$ cat src/rtl/boot_pkg.sv
// Shared types and constants for the UART boot loader and its receiver.
package boot_pkg;

  localparam int         WORD_BYTES = 4;
  localparam logic [3:0] FULL_MASK  = 4'hF;
  // Value of the 2-bit byte-in-word counter when the final byte of a word arrives.
  localparam logic [1:0] LAST_BYTE  = 2'(WORD_BYTES - 1);

  typedef enum logic [2:0] {
    ST_LEN,
    ST_DATA,
    ST_WRITE,
    ST_DONE,
    ST_ERR
  } boot_state_t;

  typedef enum logic [1:0] {
    RX_IDLE,
    RX_START,
    RX_DATA,
    RX_STOP
  } rx_state_t;

endpackage

$ cat src/rtl/uart_rx_8n1.sv
// 8N1 UART receiver: synchronizes the line, samples mid-bit, rejects false
// starts, and reports frame errors. After a frame error it stays disarmed
// until the line returns high. CLKS_PER_BIT must be at least 8.
module uart_rx_8n1
  import boot_pkg::*;
#(
  parameter int CLKS_PER_BIT = 434
) (
  input  logic       clock,
  input  logic       reset,
  input  logic       i_rx,
  output logic       o_byte_valid,
  output logic [7:0] o_byte_data,
  output logic       o_frame_err
);

  localparam int               CNT_W     = $clog2(CLKS_PER_BIT);
  localparam logic [CNT_W-1:0] HALF_LAST = CNT_W'(CLKS_PER_BIT / 2 - 1);
  localparam logic [CNT_W-1:0] FULL_LAST = CNT_W'(CLKS_PER_BIT - 1);

  logic [1:0]       r_sync;
  logic             w_rx;
  rx_state_t        r_state;
  rx_state_t        w_state_next;
  logic [CNT_W-1:0] r_cnt;
  logic [2:0]       r_bit_idx;
  logic [7:0]       r_shift;
  logic             r_wait_high;
  logic             r_byte_valid;
  logic             r_frame_err;
  logic             w_tick;

  assign w_rx = r_sync[1];

  // The sampling point: half a bit into the start bit, a full bit elsewhere.
  assign w_tick = (r_state == RX_START) ? (r_cnt == HALF_LAST) : (r_cnt == FULL_LAST);

  // Two-flop synchronizer, preset high so reset looks like an idle line.
  always_ff @(posedge clock or negedge reset) begin
    if (!reset) begin
      r_sync <= 2'b11;
    end else begin
      // NOTE: non-blocking so each stage captures the pre-edge value of the one before it.
      r_sync <= {r_sync[0], i_rx};
    end
  end

  // Receiver state register.
  always_ff @(posedge clock or negedge reset) begin
    if (!reset) r_state <= RX_IDLE;
    else        r_state <= w_state_next;
  end

  // Next receiver state from the sampled line and the bit timer.
  always_comb begin
    // NOTE: default first so every path assigns and no latch is inferred.
    w_state_next = r_state;
    unique case (r_state)
      RX_IDLE:  if (!w_rx && !r_wait_high) w_state_next = RX_START;
      RX_START: if (w_tick) w_state_next = w_rx ? RX_IDLE : RX_DATA;
      RX_DATA:  if (w_tick && (r_bit_idx == 3'd7)) w_state_next = RX_STOP;
      RX_STOP:  if (w_tick) w_state_next = RX_IDLE;
      default:  w_state_next = RX_IDLE;
    endcase
  end

  // Bit timer, data shift register, and the one-cycle result strobes.
  always_ff @(posedge clock or negedge reset) begin
    if (!reset) begin
      r_cnt        <= '0;
      r_bit_idx    <= '0;
      r_shift      <= '0;
      r_wait_high  <= 1'b0;
      r_byte_valid <= 1'b0;
      r_frame_err  <= 1'b0;
    end else begin
      r_byte_valid <= 1'b0;
      r_frame_err  <= 1'b0;

      if ((r_state == RX_IDLE) || w_tick) r_cnt <= '0;
      else                                 r_cnt <= r_cnt + CNT_W'(1);

      if (r_state == RX_START && w_tick) r_bit_idx <= '0;

      if (r_state == RX_DATA && w_tick) begin
        r_shift   <= {w_rx, r_shift[7:1]};
        r_bit_idx <= r_bit_idx + 3'd1;
      end

      if (r_state == RX_STOP && w_tick) begin
        if (w_rx) r_byte_valid <= 1'b1;
        else      r_frame_err  <= 1'b1;
      end

      // Re-arm only after the line has gone back to idle following a bad stop bit.
      if (r_state == RX_STOP && w_tick && !w_rx) r_wait_high <= 1'b1;
      else if (w_rx)                             r_wait_high <= 1'b0;
    end
  end

  assign o_byte_valid = r_byte_valid;
  assign o_byte_data  = r_shift;
  assign o_frame_err  = r_frame_err;

endmodule

$ cat src/rtl/uart_boot_loader.sv
// Boot loader: receives a length-prefixed little-endian image over UART and
// writes it word by word into BRAM, holding the CPU in reset until done.
module uart_boot_loader
  import boot_pkg::*;
#(
  parameter int          CLKS_PER_BIT = 434,
  parameter int          ADDR_W       = 22,
  parameter logic [31:0] BASE_WORD    = 32'd0,
  parameter logic [31:0] MAX_WORDS    = 32'd4194304
) (
  input  logic              clock,
  input  logic              reset,
  input  logic              io_rx,
  output logic              mem_wen,
  input  logic              mem_ready,
  output logic [ADDR_W-1:0] mem_addr,
  output logic [31:0]       mem_wdata,
  output logic [3:0]        mem_wmask,
  output logic              cpu_hold,
  output logic              boot_done,
  output logic              err
);

  logic              w_byte_valid;
  logic [7:0]        w_byte_data;
  logic              w_frame_err;

  boot_state_t       r_state;
  boot_state_t       w_state_next;
  logic              r_hold_valid;
  logic [7:0]        r_hold_data;
  logic [1:0]        r_byte_cnt;
  logic [31:0]       r_asm;
  logic [31:0]       r_len;
  logic [31:0]       r_idx;
  logic [ADDR_W-1:0] r_addr;
  logic [31:0]       r_wdata;
  logic              r_err;

  logic              w_consume;
  logic              w_useful;
  logic              w_last_byte;
  logic [31:0]       w_asm_next;
  logic              w_overrun;
  logic              w_len_bad;
  logic              w_err_set;
  logic              w_err_any;
  logic              w_accept;

  uart_rx_8n1 #(
    .CLKS_PER_BIT(CLKS_PER_BIT)
  ) u_rx (
    .clock       (clock),
    .reset       (reset),
    .i_rx        (io_rx),
    .o_byte_valid(w_byte_valid),
    .o_byte_data (w_byte_data),
    .o_frame_err (w_frame_err)
  );

  // The holding register drains every cycle except while a write is pending;
  // in DONE and ERR the drained byte is simply discarded.
  assign w_consume   = r_hold_valid && (r_state != ST_WRITE);
  assign w_useful    = w_consume && ((r_state == ST_LEN) || (r_state == ST_DATA));
  assign w_last_byte = w_useful && (r_byte_cnt == LAST_BYTE);
  assign w_asm_next  = {r_hold_data, r_asm[31:8]};
  assign w_overrun   = w_byte_valid && r_hold_valid && !w_consume;
  assign w_len_bad   = (r_state == ST_LEN) && w_last_byte && (w_asm_next > MAX_WORDS);
  assign w_err_set   = w_frame_err || w_overrun || w_len_bad;
  assign w_err_any   = r_err || w_err_set;
  assign w_accept    = (r_state == ST_WRITE) && mem_ready;

  // Loader state register.
  always_ff @(posedge clock or negedge reset) begin
    if (!reset) r_state <= ST_LEN;
    else        r_state <= w_state_next;
  end

  // Loader sequencing; an error while a write is pending waits for the accept.
  always_comb begin
    w_state_next = r_state;
    unique case (r_state)
      ST_LEN: begin
        if (w_err_any)                              w_state_next = ST_ERR;
        else if (w_last_byte && w_asm_next == '0)   w_state_next = ST_DONE;
        else if (w_last_byte)                       w_state_next = ST_DATA;
      end
      ST_DATA: begin
        if (w_err_any)        w_state_next = ST_ERR;
        else if (w_last_byte) w_state_next = ST_WRITE;
      end
      ST_WRITE: begin
        if (w_accept) begin
          if (w_err_any)                    w_state_next = ST_ERR;
          else if (r_idx + 32'd1 == r_len)  w_state_next = ST_DONE;
          else                              w_state_next = ST_DATA;
        end
      end
      ST_DONE, ST_ERR: w_state_next = r_state;
      default:         w_state_next = ST_ERR;
    endcase
  end

  // Holding register, byte assembly, write address/data, word index, sticky error.
  always_ff @(posedge clock or negedge reset) begin
    if (!reset) begin
      r_hold_valid <= 1'b0;
      r_hold_data  <= '0;
      r_byte_cnt   <= '0;
      r_asm        <= '0;
      r_len        <= '0;
      r_idx        <= '0;
      r_addr       <= '0;
      r_wdata      <= '0;
      r_err        <= 1'b0;
    end else begin
      if (w_consume) r_hold_valid <= 1'b0;
      if (w_byte_valid && (!r_hold_valid || w_consume)) begin
        r_hold_valid <= 1'b1;
        r_hold_data  <= w_byte_data;
      end

      if (w_useful) begin
        r_byte_cnt <= r_byte_cnt + 2'd1;
        r_asm      <= w_asm_next;
      end

      if (w_last_byte && r_state == ST_LEN) r_len <= w_asm_next;

      if (w_last_byte && r_state == ST_DATA) begin
        r_wdata <= w_asm_next;
        r_addr  <= ADDR_W'(BASE_WORD + r_idx);
      end

      if (w_accept) r_idx <= r_idx + 32'd1;

      if (w_err_set) r_err <= 1'b1;
    end
  end

  // Outputs decoded from the loader state.
  always_comb begin
    mem_wen   = (r_state == ST_WRITE);
    mem_wmask = (r_state == ST_WRITE) ? FULL_MASK : 4'h0;
    cpu_hold  = (r_state != ST_DONE);
    boot_done = (r_state == ST_DONE);
  end

  assign mem_addr  = r_addr;
  assign mem_wdata = r_wdata;
  assign err       = r_err;

endmodule
$ cat config.mk
export PLATFORM = sky130hd
export DESIGN_NAME = uart_boot_loader
export DESIGN_NICKNAME = d
export VERILOG_FILES = /design/src/rtl/boot_pkg.sv /design/src/rtl/uart_rx_8n1.sv /design/src/rtl/uart_boot_loader.sv
export SDC_FILE = /design/constraint.sdc
export NUM_CORES = 1
export LEC_CHECK = 0
export ABC_AREA = 1
export ABC_CLOCK_PERIOD_IN_PS = 2660
export BUFFER_PORTS_ARGS = -buffer_cell sky130_fd_sc_hd__buf_2
export CORE_MARGIN = 2
export CORE_UTILIZATION = 37
export DETAILED_ROUTE_END_ITERATION = 10
export PLACE_DENSITY_LB_ADDON = 0.25
export SLEW_MARGIN = 5
export SYNTH_ARGS = -nofsm -noshare
export SYNTH_HDL_FRONTEND = slang
export SYNTH_SLANG_ARGS = --single-unit
$ cat constraint.sdc
create_clock -name clock -period 2.66 [get_ports clock]
set_input_delay 0.133 -clock clock [delete_from_list [all_inputs] [get_ports clock]]
set_output_delay 0.133 -clock clock [all_outputs]
set_load 0.01 [all_outputs]
# ---- Yosys cells after proc, flatten, opt, wreduce, memory -nomap -nowiden
# Index checks and enable logic that the tools add are counted.
dict set report word_totals {
  register_bits 192
  in_bits 4
  output_inout_bits 62
}
dict set report op_classes {
  add_sub_neg 4
  magnitude_cmp 1
  eq_ne 21
  mux 28
  bitwise 1
  reduce_logical 36
}
# operator n
set ops {}
lappend ops {{$add 32x1->32 const B} 1}
lappend ops {{$eq 32x32->1} 1}
lappend ops {{$gt 32x23->1 const B} 1}
lappend ops {{$logic_not 32->1} 1}
lappend ops {{$mux 3} 9}
lappend ops {{$logic_and 1x1->1} 17}
lappend ops {{$mux 2} 6}
lappend ops {{$pmux 3 s4} 1}
lappend ops {{$ne 2x1->1 const B} 5}
lappend ops {{$add 9x1->9 const B} 1}
lappend ops {{$eq 9x8->1 const B} 1}
lappend ops {{$eq 9x9->1 const B} 1}
lappend ops {{$mux 1} 9}
lappend ops {{$mux 9} 1}
lappend ops {{$pmux 2 s4} 1}
lappend ops {{$reduce_and 4->1} 2}
lappend ops {{$eq 2x2->1 const B} 3}
lappend ops {{$eq 3x2->1 const B} 2}
lappend ops {{$eq 3x3->1 const B} 2}
lappend ops {{$logic_or 1x1->1} 6}
lappend ops {{$ne 3x2->1 const B} 2}
lappend ops {{$reduce_bool 2->1} 3}
lappend ops {{$logic_not 1->1} 4}
lappend ops {{$mux 4} 1}
lappend ops {{10 further kinds} 10}

# ---- Depth between registers and ports, before layout
# Gate-level depths: netlist (run 1).
dict set report depth {
  depth_word 11
  mapped_depth 17
  mapped_depth_nobuf 17
}

# ---- Hierarchy
# Synthesis (run 1) repeated with hierarchy kept, for this count alone.
dict set report unflattened {
  cells_unflattened 1157
  hier_area_um2 9014.9
}
# mod n_inst cells_per_inst area_per_inst_um2 seq_area_each_um2
set by_module_without_submodules {}
lappend by_module_without_submodules {uart_boot_loader 1 1006 7712.4 3928.8}
lappend by_module_without_submodules {uart_rx_8n1 1 151 1302.5 678.2}

# ---- Least setup slack after synthesis (run 1)
# No wires, ideal clock.
dict set report synth_timing {
  path_kind {register to register}
  start {reg r_state[2]}
  end {reg r_idx[6]}
  t_arrival_ps 1796
  slack_ps 782
  stages_incl_launch_ff 10
  n_path_buf 2
  period_less_slack_ps 1878
  cell_sequence {dfrtp_1 -> inv_1 -> nand2_1 -> nor2_1 -> nand2_1 -> buf_2 -> clkinv_1 -> clkbuf_1 -> nand3_1 -> o21ai_0}
}
dict set report synth_via {
  elab_chain_cells 2
}
# element line_no
set synth_rtl {}
lappend synth_rtl {{from (decl)} uart_boot_loader.sv:28} ;# boot_state_t r_state;
lappend synth_rtl {{from (signal assigned)} uart_boot_loader.sv:76} ;# else r_state <= w_state_next;
lappend synth_rtl {{$eq 3x2->1} n/a}
lappend synth_rtl {{named net mem_wen} uart_boot_loader.sv:14} ;# output logic mem_wen,
lappend synth_rtl {{$logic_and 1x1->1} uart_boot_loader.sv:71} ;# assign w_accept = (r_state == ST_WRITE) && mem_ready;
lappend synth_rtl {{to (signal assigned)} uart_boot_loader.sv:135} ;# if (w_accept) r_idx <= r_idx + 32'd1;
lappend synth_rtl {{to (decl)} uart_boot_loader.sv:35} ;# logic [31:0] r_idx;
# The timed path passes the listed nets, and every way through them passes these cells.
# A chain may end at the register's enable or synchronous reset.

# ---- Final worst setup path (run 1)
dict set report layout_timing {
  start {reg r_state[2]}
  end {reg r_state[0]}
}
dict set report layout_via {
  elab_chain_cells 11
}
# element line_no
set layout_rtl {}
lappend layout_rtl {{$ne 3x2->1 (tied with other cells)} uart_boot_loader.sv:63} ;# assign w_consume = r_hold_valid && (r_state != ST_WRITE);
lappend layout_rtl {{$logic_and 1x1->1 / $logic_or 1x1->1 (equally long branches)} {uart_boot_loader.sv:63, uart_boot_loader.sv:64}}
lappend layout_rtl {{$logic_and 1x1->1} uart_boot_loader.sv:64} ;# assign w_useful = w_consume && ((r_state == ST_LEN) || (r_state == ST_DATA));
lappend layout_rtl {{$logic_and 1x1->1} uart_boot_loader.sv:65} ;# assign w_last_byte = w_useful && (r_byte_cnt == LAST_BYTE);
lappend layout_rtl {{$logic_and 1x1->1 (2 in series)} uart_boot_loader.sv:68} ;# assign w_len_bad = (r_state == ST_LEN) && w_last_byte && (w_asm_next > MAX_WORDS);
lappend layout_rtl {{$logic_or 1x1->1} uart_boot_loader.sv:69} ;# assign w_err_set = w_frame_err || w_overrun || w_len_bad;
lappend layout_rtl {{$logic_or 1x1->1} uart_boot_loader.sv:70} ;# assign w_err_any = r_err || w_err_set;
lappend layout_rtl {{$mux 3} uart_boot_loader.sv:94} ;# if (w_err_any) w_state_next = ST_ERR;
lappend layout_rtl {{$mux 3} uart_boot_loader.sv:93} ;# if (w_accept) begin
lappend layout_rtl {{$pmux 3 s4} uart_boot_loader.sv:82} ;# unique case (r_state)
# Several ways; a longest one is shown, not always the timed one. The select of a mux whose other input is x is not followed.

==> flow_summary_export.csv, run 1 <==
group,metric,value,unit
synth,synth_ff_type,"dfrtp_1",
critical_path,cpLargestDelayFamily,"simple AND/OR/NAND/NOR gates",
sta,min_period,2.16,ns
synth,synth-xor-area-share,0.00698,
sta,rsz0062_at_grt,"no",
drt,dr_wl_met2,9.14,mm
drt,met1_length,11.3,mm
sta,fmax,463,MHz
floorplan,fp.coreArea,0.0234,sq mm
drt,num_vias,7110,
global_routing,grt_pass1_wl,35.1,mm
critical_path,crit_chain,"inv_1 > nand2_1 > nor2_1 > inv_1 > nor2_1 > nand2_1 > nand2_1 > inv_1 > nand2_1 > inv_1 > nand3_1 > nand2_1 > clkinv_1 > nand4_1 > o21ai_0",
cells_and_area,fin_nets,1184,
power,p_int,4.17,mW
critical_path,max_stage_delay,0.45,ns
drt,wirelength,21.2,mm
sta,slew_violations,0,
power,leakagePower,4.86,nW
floorplan,initial_utilization,0.375,
sta,setup_tns,0,ns
drt,route.met3.wl,660,microns
global_routing,grt_overflow,0,
synth,yosys.area_share.simple,0.281,
floorplan,fp.dieArea,0.0250,sq mm
drt,via_per_inst,4.72,
drt,drt_iter0_drc,636,
cells_and_area,syn2layout_area_growth,14.8,%
synth,syn_inst,1117,
clock_tree,ctsHtreeMaxLevel,4,
synth,yosysSeqAreaShare,0.524,
hold_path,worstHoldPathType,"in2reg",
power,combinationalPowerShare,0.012,
sta,setup_viol,0,
placed_design,gp_congestion,0.874,
synth,synth_compound_area_frac,0.107,
global_routing,grtUsageTotal,0.181,
drt,route.detailed.drc,0,
drt,postRouteAntennaNets,0,
power,powerDensity,540,mW/mm^2
sta,holdWs,0.0630,ns
floorplan,die_h,158,microns
synth,synth_nets,1126,
power,p_switching,1.27,mW
floorplan,die_w,158,microns
clock_tree,cts.clk_slew.worst_paths,0.07,ns
cells_and_area,finish.utilization,0.431,
critical_path,worst_path_most_repeated_cell,"nand2_1",
clock_tree,root_buffer,"clkbuf_16",
clock_tree,clock_latency,0.44,ns
sta,final.period_utilization,0.812,
global_routing,antenna_found_initial,0,
synth,synth_cell_types,40,
floorplan,num_rows,56,
critical_path,cp_slowest_cell,"nor2_1",
sta,worst_pin_slew,0.743,ns
global_routing,grt_max_degree,79,
synth,synth_top_family_by_area,"simple AND/OR/NAND/NOR gates",
critical_path,required,3.02,ns
synth,synthArstFlopShare,1.00,
critical_path,path_max_fanout,8,
placed_design,place_hpwl,15.5,mm
synth,ys_ff_latch,184,
critical_path,setup.worst_path.start_class,"flip-flop",
drt,highest_layer,"met4",
sta,finalHoldViolCount,0,
critical_path,crit_arrival,2.52,ns
power,p_seq_frac,0.514,
critical_path,crit_path_end_kind,"flip-flop",
placed_design,io_buffer_count,65,
clock_tree,cts_num_sinks,184,
sta,relSlewSlack,0.502,
drt,first_pass_iters,5,
power,peakVddDrop,362,uV
power,pwr-share-clk,0.474,
critical_path,critPathKind,"reg2reg",
clock_tree,cts_tree,"done",
power,swShare,0.234,
synth,avgSynthCellArea,7.87,sq um
cells_and_area,drive_gt1_frac,0.117,
floorplan,pin_count,66,
synth,synth_warnings,0,
clock_tree,cts_resized,0,
outcome,outcome,"completed",
clock_tree,hold_buffers,2,
synth,synth_fa_ha_area_frac,0.00712,
clock_tree,cts_buffers,17,
sta,fin_skew,0.0118,ns
critical_path,path_buf_inv,5,
clock_tree,cts_buffer_depth,2,
synth,synth_mux_area_frac,0.00128,
drt,routedWlPerCell,14.1,microns
global_routing,grt_pass1_vias,6610,
synth,syn_area,0.00879,sq mm
cells_and_area,antenna_cells,0,
clock_tree,post_cts_buffers,0,
run,maxCapViolCount,0,
synth,synth_edf_count,0,
state kept, by name, summed over array words and instances (netlist names), 2 cells and up, named ones only:
register          count
r_idx                32
mem_wdata            32
r_hold_data           8
r_asm                24
r_state               3
u_rx.r_bit_idx        3
r_len                32
r_byte_cnt            2
u_rx.o_byte_data      8
mem_addr             22
u_rx.r_sync           2
u_rx.r_cnt            9
placed cells by master (no fill, tap or decap), types with 4 or more instances in the layout:
| master | Yosys | routed |
|---|---|---|
| buf_4 | 4 | 4 |
| nand3_1 | 79 | 79 |
| nor3_1 | 6 | 6 |
| nor2_1 | 87 | 87 |
| nor2_2 | 6 | 6 |
| nand3b_1 | 11 | 11 |
| inv_1 | 124 | 124 |
| a21oi_1 | 9 | 9 |
| o21ai_0 | 159 | 159 |
| xor2_1 | 4 | 4 |
| nand2_2 | 8 | 9 |
| nand4_1 | 4 | 4 |
| dfrtp_1 | 182 | 182 |
| buf_2 | 2 | 64 |
| nor2_4 | 5 | 5 |
| inv_8 | 0 | 4 |
| ha_1 | 5 | 5 |
| clkbuf_16 | 0 | 17 |
| nand2_1 | 353 | 351 |
| inv_6 | 0 | 4 |
| nor3b_1 | 4 | 4 |
worst min-delay path, stage by stage:
cell     delay [ns]
buf_2          0.14
a21oi_1        0.10
inv_1          0.05
nand2_1        0.04
power by group through the flow:
stage	Sequential, mW	Clock, mW	Combinational, mW
after floorplan	2.85	0	0.000539
after global placement	2.85	0	0.0715
after detailed placement	2.85	0	0.0714
after CTS	2.80	2.63	0.0739
after global routing	2.80	2.75	0.0811
final	2.80	2.58	0.0676
Yosys cell counts, types with 3 or more instances:
cell type	count	area, sq um
nand2_1	353	1330
dfrtp_1	182	4550
o21ai_0	159	796
inv_1	124	465
nor2_1	87	327
nand3_1	79	395
clkbuf_1	28	105
nand3b_1	11	82.6
a21oi_1	9	45.0
nand2_2	8	50.1
nor2_2	6	37.5
nor3_1	6	30.0
ha_1	5	62.6
nor2_4	5	56.3
buf_4	4	30.0
nand4_1	4	25.0
nor3b_1	4	30.0
xor2_1	4	35.0
clkinv_1	3	11.3
inv_2	3	11.3
nor4_1	3	18.8
o21ai_1	3	15.0
xnor2_1	3	26.3
path summary, 6_finish.rpt:
kind | cells after the start | from | end | slack [ns]
worst max-delay path | 15 | r_state[2] | r_state[0] | 0.50
worst min-delay path | 4 | mem_ready | r_state[1] | 0.06
worst max register to register | 15 | r_state[2] | r_state[0] | 0.50
worst min register to register | 0 | u_rx.r_sync[0] | u_rx.r_sync[1] | 0.36
max in group asynchronous | 3 | reset | u_rx.r_sync[1] | 1.60
min in group asynchronous | 2 | reset | mem_addr[5] | 0.29
stage by stage:
step / instance area (sq um) / setup WS, ns / power (mW) / std cells
2_1_floorplan: 8790 / 0.782 / 2.86 / 1117
3_3_place_gp: 9470 / 0.501 / 2.93 / 1473
3_5_place_dp: 9470 / 0.467 / 2.93 / 1473
4_1_cts: 10100 / 0.460 / 5.50 / 1507
5_1_grt: 10100 / 0.136 / 5.63 / 1507
6_report: 10100 / 0.500 / 5.45 / 1507
final cells by class:
cell class,instances,area (sq um)
Clock inverter,14,158
Fill cell,2415,13300
Tap cell,319,399
Clock buffer,18,439
Inverter,130,488
Multi-Input combinational cell,768,3550
Timing Repair Buffer,74,444
Sequential cell,184,4610
metal layers:
| metal | GRT usage | vias up |
|---|---|---|
| li1 | - | 3682 |
| met3 | 0.0307 | 13 |
| met4 | 0.0373 | 0 |
| met1 | 0.277 | 3300 |
| met2 | 0.270 | 115 |
| met5 | 0 | - |
cell families (layout without fill, tap and decap cells):
group	Yosys count	count (layout)
and+or+nand+nor	574	574
buffers and inverters	165	236
xor gates and xnor gates	7	7
adders and majority gates	5	5
AOI/OAI and AO/OA	181	181
DFF	184	184
muxes	1	1
No activity file was read; power rests on OpenSTA's default activity.
==> run 2, diff against run 1 <==
ABC_CLOCK_PERIOD_IN_PS = 1800   (was 2660)
clock period = 1.8 ns   (was 2.66 ns; I/O delays follow)
==> run 2 against run 1 <==
The run now ends with setup timing left. Global-route usage is 0.95 points higher. Die area unchanged. Critical path type unchanged. Combinational power rose by 66%. First-iteration DRC count fell by 24%. Largest cell class unchanged. Sequential share of layout area down 4.4 points. Cell area rose by 11%. Clock power up 50%. Total power up 49%. Non-clock buffer count rose by 102. Register-to-register slack got worse by 0.74 ns. Via count is 6.7% higher.
==> flow_summary_export.csv, run 2 (synthesis gave the netlist of run 1 again) <==
group,metric,value,unit
placed_design,placedCellCount,1555,
floorplan,die_w,158,microns
global_routing,grt_overflow,0,
clock_tree,ctsHtreeMaxLevel,4,
global_routing,grt_max_degree,65,
drt,num_vias,7585,
clock_tree,root_buffer,"clkbuf_16",
sta,relSlewSlack,0.629,
cells_and_area,fillCellCount,2287,
critical_path,required,2.17,ns
floorplan,num_rows,56,
placed_design,gp_congestion,0.865,
sta,slew_violations,0,
sta,fin_skew,0.0138,ns
clock_tree,clock_latency,0.43,ns
cells_and_area,stdcell_count,1609,
cells_and_area,fin_nets,1286,
clock_tree,cts_num_sinks,184,
cells_and_area,antenna_cells,0,
global_routing,grt_pass1_wl,36.8,mm
power,leakagePower,5.38,nW
critical_path,startpoint,"r_idx[0]",
critical_path,setup.worst_path.start_class,"flip-flop",
drt,wirelength,22.8,mm
placed_design,io_buffer_count,65,
placed_design,place_hpwl,16.8,mm
floorplan,fp.dieArea,0.0250,sq mm
outcome,violations,"setup timing",
drt,first_pass_iters,4,
run,maxCapViolCount,0,
critical_path,crit-reg2reg-launch,"r_idx[0]",
drt,via_per_inst,4.71,
cells_and_area,finish.utilization,0.477,
sta,final.period_utilization,1.13,
critical_path,critPathKind,"reg2reg",
cells_and_area,syn2layout_area_growth,27.1,%
clock_tree,cts_tree,"done",
power,power,8.10,mW
hold_path,worstHoldStart,"mem_ready",
drt,route.detailed.drc,0,
floorplan,initial_utilization,0.375,
floorplan,fp.coreArea,0.0234,sq mm
cells_and_area,final_common_cell,"nand2_1",
drt,routedWlPerCell,14.2,microns
cells_and_area,layout_common_cells,"nand2_1 (336), dfrtp_1 (179), o21ai_0 (155)",
outcome,outcome,"finished with violations",
clock_tree,cts.clk_slew.worst_paths,0.07,ns
sta,rsz0062_at_grt,"yes",
sta,min_period,2.03,ns
critical_path,crit_path_end_kind,"flip-flop",
global_routing,antenna_found_initial,0,
clock_tree,cts_buffer_depth,2,
critical_path,path_max_fanout,4,
sta,finalHoldViolCount,0,
global_routing,grt_pass1_vias,6923,
sta,layout_setup_ws,-0.235,ns
drt,drt_iter0_drc,483,
clock_tree,cts_buffers,17,
floorplan,pin_count,66,
sta,setup_viol,1,
sta,holdWs,0.0166,ns
drt,postRouteAntennaNets,0,
hold_path,worstHoldPathType,"in2reg",
cells_and_area,drive_gt1_frac,0.230,
sta,fmax,491,MHz
global_routing,grtUsageTotal,0.191,
power,peakVddDrop,545,uV
sta,worst_pin_slew,0.556,ns
power,powerDensity,726,mW/mm^2
critical_path,crit_arrival,2.41,ns
floorplan,die_h,158,microns
[run 2: changes by cell type in the layout (fill, tap and decap cells not counted), sizes merged]
cell	previous run	this run
clkinvlp	0	2
buf	71	173
inv	135	137
clkinv	8	5
clkbuf	19	18
[run 2: final cells by class]
cell class	count	area [sq um]	area share
clock inverter	15	176	0.0158
sequential	184	4610	0.413
clock buffer	17	425	0.0381
tap	319	399	0.0357
multi-input combinational	768	3790	0.340
inverter	130	488	0.0437
timing repair buffer	176	1270	0.114
[run 2: metal layers]
metal	global-route usage	share of wire	wire [microns]	up-vias
li1	-	-	-	3885
met2	0.286	0.44	10000	125
met1	0.290	0.51	11700	3555
met4	0.0369	0.010	235	0
met3	0.0331	0.038	860	20
met5	0	0	0	-
[run 2: what timing repair did]
| action | 4_1_cts | 5_1_grt |
|---|---|---|
| pin swaps | 15 | 29 |
| setup buffers | 5 | 15 |
| hold endpoints to repair | 52 | 0 |
| hold buffers | 2 | 0 |
| endpoints found under the setup margin | 2 | 19 |
| gates resized for setup | 31 | 45 |
[run 2: stage by stage]
step	instance area, sq um	TNS [ns]	worst slack [ns]
floorplan	8790	0	0.0263
global placement	10100	-0.246	-0.191
detailed placement	10100	-0.314	-0.261
CTS	10900	-0.171	-0.171
global route	11200	-0.465	-0.387
finish	11200	-0.235	-0.235
[run 2: final timing paths]
check	to	slack, ns	cells after the start
max	r_state[1]	-0.23	16
min	r_state[1]	0.02	4
max reg2reg	r_state[1]	-0.23	16
min reg2reg	u_rx.r_sync[1]	0.36	0
max in group asynchronous	r_len[30]	0.93	3
min in group asynchronous	mem_addr[4]	0.20	2
[run 2: power breakdown]
group / switching [mW] / total, mW / internal (mW)
clock: 1.86 / 3.86 / 2.00
combinational: 0.0891 / 0.112 / 0.0229
sequential: 0.00179 / 4.14 / 4.13
total: 1.95 / 8.10 / 6.16
[run 2: critical path, cell delays in order (launching register included)]
cell and delay, ns:
dfrtp_1 0.41, ha_4 0.18, nand2_4 0.07, inv_1 0.08, nand3_2 0.11, nor2_4 0.19
buf_4 0.15, nand3_1 0.07, nand2_1 0.10, nor2_1 0.04, a21oi_1 0.12, nand2_1 0.09
nor2_2 0.12, nand3_1 0.09, nand2_1 0.06, nand2_1 0.05, nand2_1 0.05
